File: src/rtl/r88_intctl.sv
// Interrupt controller for Rocket88: syncs 8 IRQ sources + NMI, edge/level pending, mask, enable, NMI pulse.
// Bus reads are combinational, writes commit at the clock edge; IRQ visible 2 edges after a level source rises, 3 for edge mode.
module r88_intctl #(
   parameter logic [15:0] BASE      = 16'hFFF0,
   parameter int unsigned NMI_WIDTH = 4
) (
   input  logic        sysClock,
   input  logic        resetReq,
   input  logic [7:0]  irqSrc,
   input  logic        nmiSrc,
   input  logic [15:0] busA,
   input  logic        readMem,
   input  logic        writeMem,
   input  logic [7:0]  busDIn,
   output logic [7:0]  busDOut,
   output logic        busDOe,
   output logic        irq,
   output logic        nmiReq
);

   localparam logic [3:0] NMI_LOAD = 4'(NMI_WIDTH);

   // bit 8 of the synchronizer vectors carries the NMI source
   logic [8:0] r_s1, r_s2, r_prev;
   logic [1:0] r_arm;
   logic [7:0] r_lat, r_mask, r_edge;
   logic       r_en, r_nmif;
   logic [3:0] r_nmi_cnt;

   logic       w_hit, w_wr;
   logic [4:0] w_wr_sel;
   logic [8:0] w_rise;
   logic [7:0] w_pend, w_act, w_vec, w_rd;

   assign w_hit  = (busA[15:3] == BASE[15:3]);
   assign w_wr   = writeMem & w_hit;
   assign w_rise = r_s2 & ~r_prev;
   assign w_pend = (r_edge & r_lat) | (~r_edge & r_s2[7:0]);
   assign w_act  = w_pend & r_mask;

   always_comb begin
      w_wr_sel = 5'b0;
      for (int k = 0; k < 5; k++)
         w_wr_sel[k] = w_wr & (busA[2:0] == 3'(k));
   end

   always_ff @(posedge sysClock) begin
      if (!resetReq) begin
         r_s1      <= '0;
         r_s2      <= '0;
         r_prev    <= '0;
         r_arm     <= '0;
         r_lat     <= '0;
         r_mask    <= '0;
         r_edge    <= '0;
         r_en      <= 1'b0;
         r_nmif    <= 1'b0;
         r_nmi_cnt <= '0;
      end else begin
         r_s1  <= {nmiSrc, irqSrc};
         r_s2  <= r_s1;
         r_arm <= {r_arm[0], 1'b1};
         // Until the pipe refills after reset, prev shadows s2 so a held source is not an edge
         r_prev <= r_arm[1] ? r_s2 : r_s1;

         r_lat <= (r_lat & ~({8{w_wr_sel[0]}} & busDIn & r_edge)) | (w_rise[7:0] & r_edge);

         if (w_wr_sel[1]) r_mask <= busDIn;
         if (w_wr_sel[2]) r_edge <= busDIn;
         if (w_wr_sel[4]) r_en   <= busDIn[0];

         r_nmif <= (r_nmif & ~(w_wr_sel[4] & busDIn[1])) | w_rise[8];

         if (w_rise[8])
            r_nmi_cnt <= NMI_LOAD;
         else if (r_nmi_cnt != 4'd0)
            r_nmi_cnt <= r_nmi_cnt - 4'd1;
      end
   end

   always_comb begin
      w_vec = 8'h80;
      for (int i = 7; i >= 0; i--)
         if (w_act[i]) w_vec = {5'b0, 3'(i)};
   end

   always_comb begin
      w_rd = 8'h00;
      case (busA[2:0])
         3'd0:    w_rd = w_pend;
         3'd1:    w_rd = r_mask;
         3'd2:    w_rd = r_edge;
         3'd3:    w_rd = w_vec;
         3'd4:    w_rd = {6'b0, r_nmif, r_en};
         default: w_rd = 8'h00;
      endcase
   end

   assign busDOe  = readMem & w_hit & resetReq;
   assign busDOut = busDOe ? w_rd : 8'h00;
   assign irq     = r_en & (|w_act);
   assign nmiReq  = (r_nmi_cnt != 4'd0);

endmodule

File: config.mk
export PLATFORM = sky130hd
export DESIGN_NAME = r88_intctl
export DESIGN_NICKNAME = d
export VERILOG_FILES = /design/src/rtl/r88_intctl.sv
export SDC_FILE = /design/constraint.sdc
export NUM_CORES = 1
export LEC_CHECK = 0
export CAP_MARGIN = 20
export CORE_MARGIN = 3
export CORE_UTILIZATION = 25
export CTS_CLUSTER_SIZE = 8
export DETAILED_ROUTE_END_ITERATION = 16
export PLACE_DENSITY = 0.47
export SLEW_MARGIN = 5
export SYNTH_ARGS = -nofsm -noshare
export SYNTH_HDL_FRONTEND = slang
export SYNTH_SLANG_ARGS = --single-unit
File: constraint.sdc
create_clock -name sysClock -period 3.5 [get_ports sysClock]
set_input_delay 0.7 -clock sysClock [delete_from_list [all_inputs] [get_ports sysClock]]
set_output_delay 0.7 -clock sysClock [all_outputs]
set_load 0.05 [all_outputs]
# == Yosys cells after proc, flatten, opt, wreduce, memory -nomap -nowiden ==
# Index checks and enable logic that the tools add are counted.
# W data, S select, Z words.
# classes
bitwise_logic,26
addsub,1
muxes,14
reduce_logical,5
n_eq_ne,5
# op_table
operator,count
$mux W8,9
$and A8 B8 Y8,7
$pmux W8 S5,1
$not A8 Y8,2
$or A8 B8 Y8,2
$eq A13 B13 Y1 const B,1
$and A1 B1 Y1,10
$and A9 B9 Y9,1
$mux W9,1
$not A9 Y9,1
$reduce_or A8 Y1,1
$eq A3 B2 Y1 const B,2
$mux W3,2
$reduce_bool A4 Y1,1
$sub A4 B1 Y4 const B,1
$eq A3 B1 Y1 const B,1
$eq A3 B3 Y1 const B,1
$logic_not A3 Y1,1
$not A1 Y1,2
$reduce_bool A2 Y1,1
$reduce_or A2 Y1,1
$mux W1,1
$or A1 B1 Y1,1
# totals
ff_bits,59
out_inout_bits,11
inputBits,37

# == Logic depth before layout (Yosys ltp) ==
# logic_depth
ltp_word,14
depth_mapped,7
mapped_depth_nobuf,5

# == Worst setup path after synthesis ==
# OpenSTA, ideal clock, no wires.
# synth_path
kind,input -> output
from,input busA[3]
to,output busDOut[0]
arrival_ns,3.888
cell_stages,4
slack_ns,-1.088
t_required_ns,2.800
path_buffers,0
path_cell_list,nand4b_1 > nor4_1 > nand2_1 > a21oi_1
# synth_via
elab_chain_cells,4
# synth_lines
item,line_no,text
start: declaration,11,"input logic [15:0] busA,"
$eq A13 B13 Y1,35,assign w_hit = (busA[15:3] == BASE[15:3]);
$and A1 B1 Y1 (2 in series),99,assign busDOe = readMem & w_hit & resetReq;
named net busDOe,16,"output logic busDOe,"
$mux W8,100,assign busDOut = busDOe ? w_rd : 8'h00;
end: declaration,15,"output logic [7:0] busDOut,"
# The timed path passes the listed nets, and every way through them passes these cells.

# == Final worst setup path ==
# layout_path
from,register r_edge[5]
to,output irq
# layout_via
elab_chain_cells,6
word_cells_on_any_way,7
classes_between,6 x bitwise; 1 x reduce/logical
# layout_lines
item,line_no,text
start: declaration,26,"logic [7:0] r_lat, r_mask, r_edge;"
start signal: assignment,69,if (w_wr_sel[2]) r_edge <= busDIn;
$not A8 Y8,38,assign w_pend = (r_edge & r_lat) | (~r_edge & r_s2[7:0]);
$and A8 B8 Y8,38,
$or A8 B8 Y8 (*),38,
$and A8 B8 Y8 (*),39,assign w_act = w_pend & r_mask;
$reduce_or A8 Y1 (*),101,assign irq = r_en & (|w_act);
$and A1 B1 Y1 (*),101,
end: declaration,17,"output logic irq,"
# Mark *: on every way between the ends. The rest lies on a longest branch, timed or not.

==> metrics <==
CP required=2.80 ns; drt drc=0; Crit Path Max Fanout=6; Mapped Nets=351; # nets final=401; layout cells sized above 1=0.1332; Avg Inst Size Synth=8.718 um2; Post-synth EDFFs=0; Worst setup SP type=flip-flop; Reg clk slew, reported paths=0.07 ns; pwr/cell area=474.0 nW/um2; die area=12200 um2; setup ws final=0.2948 ns; die height=110.5 um; synth unique cells=43; measured slew at the worst slew-check pin=0.5652 ns; sw frac=0.2471; pin count of the biggest net entering global routing=66; Ant. Diodes=0; TritonCTS clock tree=built; RD Place Congestion=0.8024; synthesized area=2729 um2; clock sinks=59; crit end category=output pin; Max Slew Vio Count=0; CP Class=reg -> out; Cells after Synth=313; Slew HR=0.6232; initial antenna violation count=0; Setup TNS=0 ns; postcts setup bufs=0; Overall Global Routing Usage=0.1175; sw power=0.0004338 W; Final setup viols=0; M2 GR Usage=0.1869; Int Pwr=0.001322 W; most frequent cells in the layout=dfxtp_1, clkdlybuf4s50_1, nand2_1; Horiz. Die Dim=110.5 um; cts bufs inserted=9; Fin Clk Skew=0.005135 ns; Tmin final=3.205 ns; vias in the first global route=2378; Clock Latency Late Sink=0.33 ns; most common cell after layout, fill and taps aside=dfxtp_1; Layout area overhead=35.72%; ys async rst share=0; wire per inst=13.83 um; worst hold slack=0.4377 ns; Synthesis Warnings=0; post-detail-place hpwl=5072 um; Core Area=10460 um2; sequential element share of the synthesized area=0.4328; Routed WL=6969 um; Initial Util=0.2608; Root Driver=clkbuf_8; max-cap viol count=0; period utilization=0.9158; maximum buffer depth of the clock tree=2; unrepaired setup endpoints after global routing=no; IO Count=48; logic gate share of total power=0.142; detailed-route via count=2288; #FFs+latches synth=59; status=finished, final reports clean; DR vias/cell=4.540; worst hold path class=reg -> reg; gr busiest metal=met2; Clk network pwr share=0.442; Achievable Freq=312.0 MHz; leakage power=1.309 nW; # port buffers=47; grt ovf=0; first-pass GRT wire length=11920 um; cts hold-fix bufs=0; Max VDD drop=0.1390 mV; ys flop type=dfxtp_1; Initial DRC Count=113; Rows=37; Hold Fails Final Rpt=0; H-tree levels=3; cts repair resizes=0; global-route track usage on met1=0.1600; Reg power frac=0.417; GR Util met3=0.01973; pre-CTS setup slack=0.2829 ns; crit path DAT=2.51 ns; 1st-pass router iterations=4; Antenna Nets Post-Route=0
## final cells by class
class                      instances  area (um2)
timing repair buffer              55       603.1
clock buffer                      10       137.6
clock inverter                     6       112.6
fill                            1126        6759
sequential                        59        1181
multi-input combinational        228        1461
tap                              136       170.2
inverter                          10       37.54
## synthesized netlist by cell type, types with 3 or more instances
master / number / area [um2]
nor2b_1: 18 / 112.6
nand2_1: 35 / 131.4
buf_2: 5 / 25.02
nand3_1: 18 / 90.09
a31oi_1: 3 / 18.77
inv_1: 10 / 37.54
clkbuf_1: 10 / 37.54
and2_1: 19 / 118.9
nand2b_1: 3 / 18.77
a21boi_0: 17 / 127.6
a21oi_1: 9 / 45.04
mux2i_1: 14 / 140.1
nor2_1: 13 / 48.80
nor3b_1: 3 / 22.52
nand4_1: 3 / 18.77
nand3b_1: 8 / 60.06
o21ai_0: 25 / 125.1
dfxtp_1: 59 / 1181
a21o_1: 4 / 30.03
a222oi_1: 4 / 40.04
## routing by layer
| metal | share of wire | vias up |
|---|---|---|
| li1 | - | 1200 |
| met1 | 0.52 | 1046 |
| met2 | 0.45 | 37 |
| met3 | 0.027 | 5 |
| met4 | 0.0062 | 0 |
| met5 | 0 | - |
## sequential cells by signal, indices dropped and copies added, names as in the netlist
| name | cells |
|---|---|
| r_nmi_cnt | 4 |
| r_s2 | 9 |
| r_nmif | 1 |
| r_arm | 2 |
| r_lat | 8 |
| r_prev | 9 |
| r_mask | 8 |
| r_edge | 8 |
| r_s1 | 9 |
| r_en | 1 |
## path summary, 6_finish.rpt
check                            startpoint                        end  slack [ns]  cells past startpoint
setup reg to reg  r_nmi_cnt[0]$_SDFFE_PP0P_  r_nmi_cnt[1]$_SDFFE_PP0P_        2.40                      5
setup / recovery     r_edge[5]$_SDFFE_PN0P_                        irq        0.29                      5
hold reg to reg            r_arm[0]$_DFF_P_        r_arm[1]$_SDFF_PN0_        0.44                      1
hold / removal             r_arm[0]$_DFF_P_        r_arm[1]$_SDFF_PN0_        0.44                      1
## power groups by stage
stage          Clock [W]  Combinational (W)  Sequential (W)
2_1_floorplan          0           0.000163        0.000737
3_3_place_gp           0           0.000247        0.000746
3_5_place_dp           0           0.000251        0.000747
4_1_cts         0.000794           0.000252        0.000731
5_1_grt         0.000822           0.000282        0.000737
6_report        0.000775           0.000249        0.000731
## critical path, stage by stage (launching register included)
cell and delay (ns):
dfxtp_1 0.43, mux2i_1 0.33, o22ai_1 0.16, nand2b_1 0.21, o31a_2 0.34, clkdlybuf4s50_1 0.70
## kinds of logic after synthesis
logic type	share of synthesized area
AND/OR/NAND/NOR	0.2682
flip-flops	0.4328
adder cells (fa/ha/maj)	0.004584
XOR/XNOR	0.006420
AO/OA/AOI/OAI	0.1779
buffers and inverters	0.03943
multiplexers	0.07061
## metrics by stage
step	instances	util	area, um2	total power [W]
3_3_place_gp	488	0.3301	3453	0.0009922
5_1_grt	504	0.3540	3704	0.001841
6_report	504	0.3540	3704	0.001755
3_5_place_dp	488	0.3301	3453	0.0009978
2_1_floorplan	313	-	2744	0.0009003
4_1_cts	504	0.3540	3704	0.001777
Note: power is estimated with default switching activity, not from simulation.
